## config.mk

```make
export PLATFORM = sky130hd
export DESIGN_NAME = vec_feeder
export DESIGN_NICKNAME = d
export VERILOG_FILES = /design/src/rtl/vec_feeder.sv
export SDC_FILE = /design/constraint.sdc
export NUM_CORES = 1
export LEC_CHECK = 0
export CORE_MARGIN = 2
export CORE_UTILIZATION = 35
export CTS_CLUSTER_SIZE = 10
export DETAILED_ROUTE_END_ITERATION = 16
export PLACE_DENSITY = 0.66
export SYNTH_ARGS = -nofsm -noshare
export SYNTH_HDL_FRONTEND = slang
export SYNTH_SLANG_ARGS = --single-unit
```

## constraint.sdc

```tcl
create_clock -name clk -period 2.5 [get_ports clk]
set_input_delay 0.25 -clock clk [delete_from_list [all_inputs] [get_ports clk]]
set_output_delay 0.25 -clock clk [all_outputs]
set_load 0.02 [all_outputs]
```

## src/rtl/vec_feeder.sv

```systemverilog
// ---------------------------------------------------------------------------
// vec_feeder
//
// Upstream stage of the ELM engine's 256-bit vector deserializer. A start
// command reads num_vec consecutive vectors of WORDS words each from a
// synchronous memory. Each vector goes out as an unbroken burst of rx strobes
// with a descending count. The block then waits for the deserializer's tx
// pulse before it fetches the next vector.
//
// Optional feature: define VEC_FEEDER_TIMEOUT_EN to bound the tx wait to
// ACK_TIMEOUT cycles. On expiry, err is set, the remaining vectors are
// dropped, and done still pulses. Without the macro the wait is unbounded and
// err is tied low.
//
// Ports
//   clk, rst_n            clock, asynchronous active-low reset
//   start                 start request, sampled in IDLE only
//   base_addr [ADDR_W]    word address of vector 0, word 0
//   num_vec   [8]         number of vectors to send (0 = immediate done)
//   busy                  transfer in progress
//   done                  one-cycle end-of-transfer pulse
//   err                   sticky ack-timeout flag, cleared by an accepted start
//   mem_en, mem_addr      memory read request
//   mem_rdata [WORD_W]    read data, valid one cycle after mem_en
//   serial_data [WORD_W]  word to the deserializer
//   count [5]             words remaining in the vector (31 when idle)
//   rx                    word strobe
//   tx                    vector-complete pulse from the deserializer
// ---------------------------------------------------------------------------
module vec_feeder #(
  parameter int unsigned WORD_W      = 16,
  parameter int unsigned WORDS       = 16,
  parameter int unsigned ADDR_W      = 10,
  parameter int unsigned ACK_TIMEOUT = 64
) (
  input  logic              clk,
  input  logic              rst_n,
  input  logic              start,
  input  logic [ADDR_W-1:0] base_addr,
  input  logic [7:0]        num_vec,
  output logic              busy,
  output logic              done,
  output logic              err,
  output logic              mem_en,
  output logic [ADDR_W-1:0] mem_addr,
  input  logic [WORD_W-1:0] mem_rdata,
  output logic [WORD_W-1:0] serial_data,
  output logic [4:0]        count,
  output logic              rx,
  input  logic              tx
);

  localparam int unsigned    IDX_W     = $clog2(WORDS);
  localparam logic [IDX_W-1:0] LAST_IDX = IDX_W'(WORDS - 1);
  localparam logic [4:0]     CNT_IDLE  = 5'd31;
  localparam logic [4:0]     CNT_FIRST = 5'(WORDS - 1);

  // The vector must fill the 256-bit deserializer exactly.
  if ((WORD_W * WORDS != 256) || (ACK_TIMEOUT < 1)) begin : g_bad_cfg
    $error("vec_feeder: WORD_W*WORDS must be 256 and ACK_TIMEOUT at least 1");
  end

  typedef enum logic [2:0] {
    S_IDLE,
    S_FETCH,
    S_DRAIN,
    S_WAIT_ACK,
    S_FIN
  } state_t;

  state_t            state_q, state_d;
  logic [ADDR_W-1:0] addr_q, addr_d;
  logic [7:0]        vec_left_q, vec_left_d;
  logic [IDX_W-1:0]  fetch_idx_q, fetch_idx_d;
  logic              rd_vld_q, rd_vld_d;
  logic              rx_q, rx_d;
  logic [4:0]        count_q, count_d;
  logic [WORD_W-1:0] sdata_q, sdata_d;
  logic              ack_timeout;

`ifdef VEC_FEEDER_TIMEOUT_EN
  localparam int unsigned ACK_CNT_W = (ACK_TIMEOUT > 1) ? $clog2(ACK_TIMEOUT) : 1;
  localparam logic [ACK_CNT_W-1:0] ACK_LAST = ACK_CNT_W'(ACK_TIMEOUT - 1);

  logic [ACK_CNT_W-1:0] ack_cnt_q, ack_cnt_d;
  logic                 err_q, err_d;

  // The counter restarts on every WAIT_ACK entry. Its last value is the
  // ACK_TIMEOUT-th waiting cycle. A tx arriving in that same cycle still wins.
  assign ack_timeout = (state_q == S_WAIT_ACK) && !tx && (ack_cnt_q == ACK_LAST);

  always_comb begin
    ack_cnt_d = '0;
    if (state_q == S_WAIT_ACK) ack_cnt_d = ack_cnt_q + ACK_CNT_W'(1);
  end

  always_comb begin
    err_d = err_q;
    if (state_q == S_IDLE && start) err_d = 1'b0;
    else if (ack_timeout)           err_d = 1'b1;
  end

  always_ff @(posedge clk or negedge rst_n) begin
    if (!rst_n) begin
      ack_cnt_q <= '0;
      err_q     <= 1'b0;
    end else begin
      ack_cnt_q <= ack_cnt_d;
      err_q     <= err_d;
    end
  end

  assign err = err_q;
`else
  assign ack_timeout = 1'b0;
  assign err         = 1'b0;
`endif

  // Control FSM: address generation and vector bookkeeping
  always_comb begin
    state_d     = state_q;
    addr_d      = addr_q;
    vec_left_d  = vec_left_q;
    fetch_idx_d = fetch_idx_q;
    case (state_q)
      S_IDLE: begin
        if (start) begin
          if (num_vec != '0) begin
            addr_d      = base_addr;
            vec_left_d  = num_vec;
            fetch_idx_d = '0;
            state_d     = S_FETCH;
          end else begin
            state_d = S_FIN;
          end
        end
      end
      S_FETCH: begin
        // The address wraps silently at 2^ADDR_W.
        addr_d      = addr_q + ADDR_W'(1);
        fetch_idx_d = fetch_idx_q + IDX_W'(1);
        if (fetch_idx_q == LAST_IDX) state_d = S_DRAIN;
      end
      S_DRAIN: begin
        if (rx_q && (count_q == '0)) state_d = S_WAIT_ACK;
      end
      S_WAIT_ACK: begin
        if (tx) begin
          vec_left_d = vec_left_q - 8'd1;
          if (vec_left_q == 8'd1) begin
            state_d = S_FIN;
          end else begin
            fetch_idx_d = '0;
            state_d     = S_FETCH;
          end
        end else if (ack_timeout) begin
          state_d = S_FIN;
        end
      end
      S_FIN:   state_d = S_IDLE;
      default: state_d = S_IDLE;
    endcase
  end

  // Read-data alignment and output register (read issue -> data -> rx)
  always_comb begin
    rd_vld_d = (state_q == S_FETCH);
    rx_d     = rd_vld_q;
    sdata_d  = rd_vld_q ? mem_rdata : sdata_q;
    count_d  = count_q;
    if (rd_vld_q) begin
      count_d = rx_q ? (count_q - 5'd1) : CNT_FIRST;
    end else if ((state_d == S_IDLE) || (state_d == S_FIN) ||
                 ((state_q == S_WAIT_ACK) && (state_d == S_FETCH))) begin
      // Park at 31 outside a burst. A count of 0 would look like a finished
      // vector to the deserializer.
      count_d = CNT_IDLE;
    end
  end

  always_ff @(posedge clk or negedge rst_n) begin
    if (!rst_n) begin
      state_q     <= S_IDLE;
      addr_q      <= '0;
      vec_left_q  <= '0;
      fetch_idx_q <= '0;
      rd_vld_q    <= 1'b0;
      rx_q        <= 1'b0;
      count_q     <= CNT_IDLE;
      sdata_q     <= '0;
    end else begin
      state_q     <= state_d;
      addr_q      <= addr_d;
      vec_left_q  <= vec_left_d;
      fetch_idx_q <= fetch_idx_d;
      rd_vld_q    <= rd_vld_d;
      rx_q        <= rx_d;
      count_q     <= count_d;
      sdata_q     <= sdata_d;
    end
  end

  assign busy        = (state_q == S_FETCH) || (state_q == S_DRAIN) || (state_q == S_WAIT_ACK);
  assign done        = (state_q == S_FIN);
  assign mem_en      = (state_q == S_FETCH);
  assign mem_addr    = addr_q;
  assign serial_data = sdata_q;
  assign count       = count_q;
  assign rx          = rx_q;

endmodule
```

==> impl_metrics.tcl <==
set metrics [dict create \
    crit_fanout 10 \
    maxCapViolCount 0 \
    critPathMaxStageDelay_ps 640 \
    synthesis.nets 294 \
    outcome "finished, final reports clean" \
    start_util_pct 36.4 \
    yosysMostFrequentCell "dfrtp_1" \
    drv_slew 0 \
    power_frac_clock_pct 32.6 \
    worstSetupStartpoint "state_q[0]" \
    finalHoldViolations 0 \
    drive_gt1_share_pct 12.7 \
    die_x_um 88.3 \
    comb_power_share_pct 12.8 \
    internal-power_mw 1.14 \
    wl_per_cell_um 14.4 \
    p_switching_uw 373 \
    async_flop_share_pct 100 \
    clk_pin_slew_ps 90 \
    num_vias 2179 \
    peakVddDrop_v 0.000231 \
    overflow 0 \
    path_delay_family "buffers and inverters" \
    die_area_um2 7800 \
    synth_top_cell_area_share_pct 43.2 \
    cts_tree "built" \
    rsz0062_at_grt "no" \
    cts_buffers 5 \
    cts_sinks 48 \
    ys_ff_latch 48 \
    power_mw 1.51 \
    power_density_nw_per_um2 445 \
    syn_area_per_cell_um2 9.96 \
    fin_nets 365 \
    gp_congestion 0.813 \
    viasPerCell 5.21 \
    clockBufferDepth 2 \
    synth_area_um2 2490 \
    postCtsResizedCells 0 \
    setup_viol 0 \
    io_buffers 72 \
    hold_buffers 1 \
    htree_levels 2 \
    crit_type "reg2out" \
    fmax_ghz 0.432 \
    ys_seq_area_share_pct 48.5 \
    drt_pass1_iterations 4 \
    antenna_found_initial 0 \
    path_cells "or3b_1 -> inv_2 -> clkdlybuf4s50_1" \
    cp.arrival_ps 2060 \
    rows 30 \
    cts-root-buf "clkbuf_8" \
    start_kind "flip-flop" \
    post_cts_buffers 0 \
    grt_pass1_vias 2111 \
    seqPwrFrac_pct 54.5 \
    routed_wl_um 6000 \
    r2r_start "state_q[0]" \
    tightest_slew_ps 927 \
    ioPinCount 74 \
    p_sw_share_pct 24.7 \
    worstSkewPairLatency_ps 300 \
    cp-end-kind "primary output" \
    synth-edff-count 0 \
    slowest_stage "clkdlybuf4s50_1" \
    drc 0 \
    critPathBufInv 2 \
    dp_hpwl_um 4370 \
    grt_start_max_net_pins 33 \
    post-route-period-util_pct 92.6 \
    grt_pass1_wl_um 9800 \
    yosysWarnings 0 \
    p_leak_nw 1.37 \
    ant_nets 0 \
    cp.required_ps 2250 \
    yosys-top-cells-count "dfrtp_1 (43), nor2_1 (24), nand3_1 (18), mux2_2 (17), a21oi_1 (16)" \
    area_delta_synth_final_pct 36.4 \
    gr-usage-all-layers_pct 15.8 \
    diodes 0 \
    die_y_um 88.3 \
    syn_inst 250 \
    fin_tns_setup_ps 0 \
    drt_iter0_drc 83 \
    placed_cell_area_um2 3290 \
    synth_area_leaders "dfrtp_1 (43%), mux2_2 (7.7%), dfstp_2 (5.3%)" \
    holdWs_ps 394 \
    core_um2 6830 \
    hp-class "in2async" \
    ys.flop_type "dfrtp_1" \
    yosys.area.top_type "dfrtp_1" \
    yosys.cell_types.count 53 \
    period_needed_ps 2310 \
    fin_area_um2 3400 \
    final.setup_skew_ps 8.76 \
    relSlewSlack_pct 38.2 \
]
-- flip-flops by register name, summed over array words and instances, names as in the netlist --
signal,flops
fetch_idx_q,4
serial_data,16
vec_left_q,8
rd_vld_q,1
count,5
rx,1
mem_addr,10
state_q,3
-- worst reg2reg max path, delay by kind of cell (launching register included) --
kind,cells,cell delay [ps]
muxes,1,340
and+or+nand+nor,1,420
AOI/OAI and AO/OA,1,220
buffers and inverters,2,380
DFF,1,510
-- power by group through the flow --
| stage | registers, mW | logic, mW | clock network [mW] |
|---|---|---|---|
| floorplan | 0.860 | 0.0456 | 0 |
| global placement | 0.839 | 0.194 | 0 |
| detailed placement | 0.839 | 0.196 | 0 |
| CTS | 0.824 | 0.198 | 0.509 |
| global route | 0.829 | 0.211 | 0.540 |
| finish | 0.825 | 0.194 | 0.493 |
-- metrics by stage --
step | utilization, % | cells | worst slack, ps
floorplan | - | 250 | 737
global placement | 48.2 | 409 | 260
detailed placement | 48.2 | 409 | 191
CTS | 49.7 | 418 | 187
global route | 49.7 | 418 | 78.4
finish | 49.7 | 418 | 186
-- kinds of logic (layout without fill, tap and decap cells) --
logic type	count (synthesis)	in the layout	share of synthesized area [%]
AO/OA/AOI/OAI	57	57	15.9
AND/OR/NAND/NOR	96	96	20.3
other	1	1	0.151
buffers and inverters	25	97	4.52
adder cells (fa/ha/maj)	6	6	3.01
flip-flops	48	48	48.5
multiplexers	17	17	7.69
-- cells in the final DEF, fill, tap and decap left out, types with 4 or more instances in the layout --
| cell | Yosys | layout |
|---|---|---|
| dfrtp_1 | 43 | 43 |
| o22a_1 | 4 | 4 |
| nand2_1 | 15 | 15 |
| mux2_2 | 17 | 17 |
| nor3b_1 | 4 | 4 |
| o211ai_1 | 6 | 6 |
| ha_1 | 6 | 6 |
| and3_1 | 4 | 4 |
| buf_4 | 2 | 5 |
| clkbuf_8 | 0 | 6 |
| dfstp_2 | 5 | 5 |
| nor2_1 | 24 | 24 |
| o21ai_0 | 5 | 5 |
| inv_1 | 10 | 10 |
| a31oi_1 | 4 | 4 |
| clkdlybuf4s50_1 | 0 | 71 |
| nand3_1 | 18 | 18 |
| a21oi_1 | 16 | 16 |
| nor3_1 | 8 | 8 |
| nor4_1 | 4 | 4 |
-- path summary, 6_finish.rpt --
| check | slack [ps] | endpoint | cells after the start |
|---|---|---|---|
| worst max register to register | 530 | mem_addr[9] | 5 |
| worst min-delay path | 390 | serial_data[4] | 2 |
| max in group asynchronous | 1330 | count[4] | 3 |
| worst min register to register | 500 | fetch_idx_q[0] | 1 |
| min in group clk | 500 | fetch_idx_q[0] | 1 |
| worst max-delay path | 190 | mem_en | 3 |
-- layer usage --
| metal | wire length (um) | up-vias | track usage (%) |
|---|---|---|---|
| li1 | - | 1060 | - |
| met1 | 2630 | 1061 | 20.7 |
| met5 | 0 | - | 0 |
| met3 | 218 | 6 | 2.71 |
| met4 | 63 | 0 | 4.68 |
| met2 | 3090 | 52 | 26.7 |
-- area by class of cell --
| type | count | area [um^2] |
|---|---|---|
| sequential | 48 | 1210 |
| multi-input combinational | 177 | 1170 |
| inverter | 11 | 41.3 |
| timing repair buffer | 78 | 763 |
| fill | 642 | 3440 |
| clock inverter | 1 | 7.51 |
| clock buffer | 7 | 86.3 |
| tap | 96 | 120 |
Power figures use the tool's default switching activity.
